## src/rtl/irq_pkg.sv

```systemverilog
// Shared sizing, types and dispatch state encoding for the interrupt dispatcher.
package irq_pkg;

    localparam int NumIrq     = 8;
    localparam int PrioWidth  = 3;
    localparam int StackDepth = 4;

    localparam int IdxW   = $clog2(NumIrq);
    localparam int DepthW = $clog2(StackDepth + 1);
    localparam int SlotW  = $clog2(StackDepth);

    typedef logic [IdxW-1:0]      IrqIdx;
    typedef logic [PrioWidth-1:0] IrqPrio;

    localparam logic [0:0] ST_IDLE = 1'b0;
    localparam logic [0:0] ST_REQ  = 1'b1;

    typedef enum logic [0:0] {
        IDLE = ST_IDLE,
        REQ  = ST_REQ
    } DispState;

endpackage

```

## src/rtl/irq_prio_stack.sv

```systemverilog
// Priority stack of preempted handler levels; a simultaneous push and pop
// replaces the top entry in place.
module irq_prio_stack
    import irq_pkg::*;
(
    input  logic              clk,
    input  logic              rst_n,
    input  logic              i_push,
    input  logic              i_pop,
    input  IrqPrio            i_data,
    output IrqPrio            o_top,
    output logic [DepthW-1:0] o_depth,
    output logic              o_full,
    output logic              o_empty
);

    IrqPrio            r_mem [StackDepth];
    logic [DepthW-1:0] r_depth;

    logic              w_full;
    logic              w_empty;
    logic              w_do_pop;
    logic              w_do_push;
    logic [SlotW-1:0]  w_top_slot;
    logic [SlotW-1:0]  w_push_slot;

    assign w_full      = (r_depth == DepthW'(StackDepth));
    assign w_empty     = (r_depth == {DepthW{1'b0}});
    assign w_do_pop    = i_pop && !w_empty;
    // A pop in the same cycle frees the slot, so a push into a full stack is fine then.
    assign w_do_push   = i_push && (!w_full || w_do_pop);
    assign w_top_slot  = SlotW'(r_depth - DepthW'(1));
    assign w_push_slot = SlotW'(r_depth);

    // Stack storage and depth counter.
    always_ff @(posedge clk or negedge rst_n) begin
        if (!rst_n) begin
            r_depth <= {DepthW{1'b0}};
            for (int i = 0; i < StackDepth; i++) begin
                r_mem[i] <= {PrioWidth{1'b0}};
            end
        end else begin
            case ({w_do_push, w_do_pop})
                2'b11: r_mem[w_top_slot] <= i_data;
                2'b10: begin
                    r_mem[w_push_slot] <= i_data;
                    r_depth            <= r_depth + DepthW'(1);
                end
                2'b01: r_depth <= r_depth - DepthW'(1);
                default: r_depth <= r_depth;
            endcase
        end
    end

    assign o_top   = w_empty ? {PrioWidth{1'b0}} : r_mem[w_top_slot];
    assign o_depth = r_depth;
    assign o_full  = w_full;
    assign o_empty = w_empty;

endmodule

```

## src/rtl/irq_dispatch.sv

```systemverilog
// Interrupt dispatcher: pending latch, per-line config, priority selection,
// valid/ack request handshake and nested-level tracking.
module irq_dispatch
    import irq_pkg::*;
(
    input  logic                 clk,
    input  logic                 rst_n,
    input  logic [NumIrq-1:0]    irq_set_i,
    input  logic                 cfg_we_i,
    input  IrqIdx                cfg_idx_i,
    input  IrqPrio               cfg_prio_i,
    input  logic                 cfg_en_i,
    output logic                 irq_req_o,
    output IrqIdx                irq_id_o,
    output IrqPrio               irq_prio_o,
    input  logic                 irq_ack_i,
    input  logic                 irq_ret_i,
    output IrqPrio               level_o,
    output logic [DepthW-1:0]    depth_o,
    output logic [NumIrq-1:0]    pending_o,
    output logic                 ret_err_o
);

    DispState          r_state;
    logic              r_req;
    IrqIdx             r_id;
    IrqPrio            r_req_prio;
    logic              r_ret_err;
    logic [NumIrq-1:0] r_pending;
    logic [NumIrq-1:0] r_en;
    IrqPrio            r_prio [NumIrq];

    IrqPrio            w_level;
    logic [DepthW-1:0] w_depth;
    logic              w_full;
    logic              w_empty;
    logic              w_push;
    logic [NumIrq-1:0] w_clr;
    logic [NumIrq-1:0] w_elig;
    logic              w_any;
    logic              w_take;
    IrqIdx             w_sel_id;
    IrqPrio            w_sel_prio;

    assign w_push = (r_state == REQ) && irq_ack_i;
    assign w_clr  = w_push ? (NumIrq'(1) << r_id) : {NumIrq{1'b0}};

    irq_prio_stack u_stack (
        .clk     (clk),
        .rst_n   (rst_n),
        .i_push  (w_push),
        .i_pop   (irq_ret_i),
        .i_data  (r_req_prio),
        .o_top   (w_level),
        .o_depth (w_depth),
        .o_full  (w_full),
        .o_empty (w_empty)
    );

    // Per-line eligibility; priority 0 can never exceed a level and so never fires.
    always_comb begin
        w_elig = {NumIrq{1'b0}};
        for (int i = 0; i < NumIrq; i++) begin
            w_elig[i] = r_pending[i] && r_en[i] && (r_prio[i] > w_level) && !w_full;
        end
    end

    // Highest priority wins; the ascending scan with >= lets the higher index win ties.
    always_comb begin
        w_any      = 1'b0;
        w_take     = 1'b0;
        w_sel_id   = {IdxW{1'b0}};
        w_sel_prio = {PrioWidth{1'b0}};
        for (int i = 0; i < NumIrq; i++) begin
            w_take     = w_elig[i] && (!w_any || (r_prio[i] >= w_sel_prio));
            w_sel_id   = w_take ? IrqIdx'(i) : w_sel_id;
            w_sel_prio = w_take ? r_prio[i] : w_sel_prio;
            w_any      = w_any || w_take;
        end
    end

    // Pending latch: a same-cycle set beats the acknowledge clear.
    always_ff @(posedge clk or negedge rst_n) begin
        if (!rst_n) begin
            r_pending <= {NumIrq{1'b0}};
        end else begin
            r_pending <= (r_pending & ~w_clr) | irq_set_i;
        end
    end

    // Line configuration registers.
    always_ff @(posedge clk or negedge rst_n) begin
        if (!rst_n) begin
            r_en <= {NumIrq{1'b0}};
            for (int i = 0; i < NumIrq; i++) begin
                r_prio[i] <= {PrioWidth{1'b0}};
            end
        end else if (cfg_we_i) begin
            r_en[cfg_idx_i]   <= cfg_en_i;
            r_prio[cfg_idx_i] <= cfg_prio_i;
        end
    end

    // Request handshake FSM; the captured request is frozen until acknowledged.
    always_ff @(posedge clk or negedge rst_n) begin
        if (!rst_n) begin
            r_state    <= IDLE;
            r_req      <= 1'b0;
            r_id       <= {IdxW{1'b0}};
            r_req_prio <= {PrioWidth{1'b0}};
        end else begin
            case (r_state)
                IDLE: begin
                    if (w_any) begin
                        r_req      <= 1'b1;
                        r_id       <= w_sel_id;
                        r_req_prio <= w_sel_prio;
                        r_state    <= REQ;
                    end
                end
                REQ: begin
                    if (irq_ack_i) begin
                        r_req   <= 1'b0;
                        r_state <= IDLE;
                    end
                end
                default: begin
                    r_req   <= 1'b0;
                    r_state <= IDLE;
                end
            endcase
        end
    end

    // Return with nothing on the stack is flagged for one cycle.
    always_ff @(posedge clk or negedge rst_n) begin
        if (!rst_n) begin
            r_ret_err <= 1'b0;
        end else begin
            r_ret_err <= irq_ret_i && w_empty;
        end
    end

    assign irq_req_o  = r_req;
    assign irq_id_o   = r_id;
    assign irq_prio_o = r_req_prio;
    assign level_o    = w_level;
    assign depth_o    = w_depth;
    assign pending_o  = r_pending;
    assign ret_err_o  = r_ret_err;

endmodule

```

## config.mk

```make
export PLATFORM = sky130hd
export DESIGN_NAME = irq_dispatch
export DESIGN_NICKNAME = d
export VERILOG_FILES = /design/src/rtl/irq_pkg.sv /design/src/rtl/irq_prio_stack.sv /design/src/rtl/irq_dispatch.sv
export SDC_FILE = /design/constraint.sdc
export NUM_CORES = 1
export LEC_CHECK = 0
export CAP_MARGIN = 15
export CORE_ASPECT_RATIO = 0.8
export CORE_UTILIZATION = 38
export CTS_CLUSTER_SIZE = 30
export DETAILED_ROUTE_END_ITERATION = 12
export PLACE_DENSITY = 0.64
export SLEW_MARGIN = 15
export SYNTH_ARGS = -nofsm -noshare
export SYNTH_HDL_FRONTEND = slang
export SYNTH_HIERARCHICAL = 1
export SYNTH_SLANG_ARGS = --single-unit
```

## constraint.sdc

```tcl
create_clock -name clk -period 33.7 [get_ports clk]
set_input_delay 5.055 -clock clk [delete_from_list [all_inputs] [get_ports clk]]
set_output_delay 5.055 -clock clk [all_outputs]
set_load 0.005 [all_outputs]
```

==> flow_metrics.py <==
metrics = {
    "detailed_routing": {
        "via_per_inst": 5.67,
        "total_wirelength_um": 12000,
        "detailroute.via_count": 3592,
        "drt_pre_antenna_iters": 4,
        "first_iter_violations": 249,
        "route.detailed.wl_per_inst_um": 18.9,
        "antenna_violating_nets_post_route": 0,
        "remaining_drc_errors": 0,
    },
    "cts": {
        "clock_sink_count": 64,
        "holdBufCountCts": 0,
        "cts_tree": "done",
        "clk-insertion-delay-late_ns": 0.34,
        "htree_levels": 3,
        "cts-resized-gates": 0,
        "longest_clk_path_bufs": 2,
        "numCtsBuffers": 9,
        "cts_post_setup_buffers_inserted": 0,
        "cts-root-buf": "clkbuf_16",
        "cts.reportedPaths.clkPinSlew_ns": 0.06,
    },
    "flow_run": {
        "drv_cap": 0,
    },
    "critical_path": {
        "timing.critical_path.to_type": "flip-flop",
        "cp_slowest_stage_delay_ns": 0.55,
        "worstSetupStartpointType": "flip-flop",
        "critPathTopFamily": "compound AO/OA/AOI/OAI gates",
        "worstPathBufferInverterCount": 2,
        "worst_ep_required_time_ns": 33.92,
        "worst-setup-path-type": "flip-flop to flip-flop",
        "worstPathArrival_ns": 12.61,
        "critPathSlowestCell": "dfrtp_1",
        "critPathMaxFanout": 11,
    },
    "sta": {
        "timing.final.hold_violations": 0,
        "skew_ns": 0.0116,
        "fin_setup_tns_ns": 0,
        "max_freq_ghz": 0.0807,
        "finalCriticalPeriod_ns": 12.39,
        "rsz0062_at_grt": "no",
        "report.final.slew_viol_count": 0,
        "worstMarginPinSlew_ns": 0.957,
        "part_of_the_cycle_the_worst_path_needs": 0.368,
        "setup_ws_ns": 21.31,
        "maxSlewHeadroom": 0.361,
        "setup_viol_count_final": 0,
    },
    "synth": {
        "synth-compound-area-share": 0.223,
        "synth_top_family_by_area": "compound AO/OA/AOI/OAI gates",
        "unique_masters_post_synth": 68,
        "synth-adder-area-share": 0.137,
        "fraction_of_the_yosys_area_taken_by_sequential_cells": 0.343,
        "postSynth.asyncResetShare": 1.00,
        "synthSimpleGateAreaFrac": 0.152,
        "mappedNetlistNets": 507,
        "flip_flop_cell_with_the_highest_count_after_synthesis": "dfrtp_1",
        "synth_warnings": 6,
        "synth.ff_latch_count": 64,
        "synthMuxAreaShare": 0.111,
        "synth_edf_count": 0,
        "post_synth_inst_count": 436,
        "synth_area_mm2": 0.00467,
        "yosys.area_share.xor_xnor": 0.00375,
        "syn_area_per_cell_um2": 10.7,
    },
    "cells_and_area": {
        "final_core_utilization": 0.472,
        "final_cell_count_no_fill": 633,
        "area_growth_syn_to_layout_pct": 18.7,
        "finish.net_count": 551,
        "drive_gt1_frac": 0.186,
        "antenna-diode-count": 0,
    },
    "die": {
        "design.die.area_mm2": 0.0127,
        "std_cell_rows": 35,
        "io_pins": 42,
        "die_y_extent_um": 101,
        "floorplan.initialDensity": 0.398,
        "die_width_um": 126,
        "floorplan.core_area_mm2": 0.0117,
    },
    "hold_path": {
        "hold_path.class": "flip-flop to flip-flop",
    },
    "global_route": {
        "grt_pass1_wl_um": 19700,
        "grt_usage": 0.204,
        "antenna_found_initial": 0,
        "grt_max_degree": 44,
        "grt_pass1_vias": 3693,
        "grt_overflow": 0,
    },
    "placed_design": {
        "place.gp.congestion": 0.817,
        "placed_insts": 617,
        "detailed_place_hpwl_um": 9240,
        "io_buffers": 41,
        "dp_worst_setup_slack_ns": 21.39,
    },
    "outcome": {
        "run_status": "finished clean",
    },
}
-- layout by cell type (no fill, tap or decap), types with 9 or more instances in the layout --
master / n
nand2b_1: 15
o21ai_0: 12
clkbuf_16: 9
nor2_1: 13
nand2_1: 31
nor2b_1: 9
clkdlybuf4s50_1: 40
ha_1: 51
dfrtp_1: 64
a21o_1: 19
a21oi_1: 27
o211ai_1: 9
mux2_2: 38
inv_1: 19
-- routing by layer --
layer / vias to the layer above / part of all wire / global-route usage / wire [µm]
met5: - / 0 / 0 / 0
met4: 0 / 0.012 / 0.0649 / 144
met3: 10 / 0.050 / 0.0391 / 598
met2: 75 / 0.43 / 0.303 / 5090
met1: 1758 / 0.51 / 0.299 / 6120
li1: 1749 / - / - / -
-- through the flow --
step	hold WS, ns	area, µm²
finish	0.507	5540
global route	0.529	5540
CTS	0.507	5540
detailed placement	0.494	5200
global placement	0.486	5200
floorplan	0.474	4670
-- cells in the mapped netlist, types with 3 or more instances --
master     instances  share of area
dfrtp_1           64           0.34
ha_1              51           0.14
mux2_2            38          0.092
nand2_1           31          0.025
a21oi_1           27          0.029
a21o_1            19          0.031
inv_1             19          0.015
nand2b_1          15          0.020
nor2_1            13          0.010
o21ai_0           12          0.013
nor2b_1            9          0.012
o211ai_1           9          0.014
nand3_1            8         0.0086
nand4b_1           7          0.013
and2_1             6         0.0080
nand3b_1           6         0.0096
nand4_1            6         0.0080
a31oi_1            5         0.0067
a22o_1             4         0.0075
buf_6              4         0.0096
clkbuf_1           4         0.0032
nor3_1             4         0.0043
o21ai_1            4         0.0043
a211oi_1           3         0.0048
a21o_2             3         0.0056
a22oi_1            3         0.0048
mux4_2             3          0.014
nor3b_1            3         0.0048
o21a_1             3         0.0048
o2bb2ai_1          3         0.0056
-- sequential cells by signal, indices dropped and copies added, names as in the netlist --
signal	count
u_stack/o_depth	3
u_stack/r_mem	12
r_en	8
pending_o	8
r_prio	24
irq_prio_o	3
ret_err_o	1
irq_req_o	1
r_state	1
irq_id_o	3
-- final cells by class --
class                   count  area [µm²]
fillers                  1082        6190
multi-input cells         343        2920
flip-flops and latches     64        1600
repair buffers             43         420
clock buffers              11         253
well taps                 148         185
clock inverters             5        86.3
inverters                  19        71.3
-- path summary, 6_finish.rpt --
| kind | start | endpoint | slack, ns | depth (start not counted) |
|---|---|---|---|---|
| max in group asynchronous | rst_n | pending_o[1]$_DFF_PN0_ | 28.09 | 2 |
| min in group asynchronous | rst_n | u_stack/r_mem[1]$_DFFE_PN0P_ | 4.69 | 1 |
| worst max register to register | u_stack/o_depth[0]$_DFFE_PN0P_ | irq_id_o[1]$_DFFE_PN0P_ | 21.31 | 58 |
| worst min register to register | u_stack/r_mem[9]$_DFFE_PN0P_ | u_stack/r_mem[9]$_DFFE_PN0P_ | 0.51 | 1 |
| worst max-delay path | u_stack/o_depth[0]$_DFFE_PN0P_ | irq_id_o[1]$_DFFE_PN0P_ | 21.31 | 58 |
| worst min-delay path | u_stack/r_mem[9]$_DFFE_PN0P_ | u_stack/r_mem[9]$_DFFE_PN0P_ | 0.51 | 1 |
-- kinds of logic after synthesis --
| family | count (synthesis) |
|---|---|
| multiplexers | 43 |
| flip-flops | 64 |
| AND/OR/NAND/NOR | 118 |
| AO/OA/AOI/OAI | 129 |
| XOR/XNOR | 2 |
| adder cells (fa/ha/maj) | 51 |
| buffers and inverters | 29 |
Power is not shown: default switching activity piles up to over one toggle a cycle in this logic, so the estimate is an artifact.
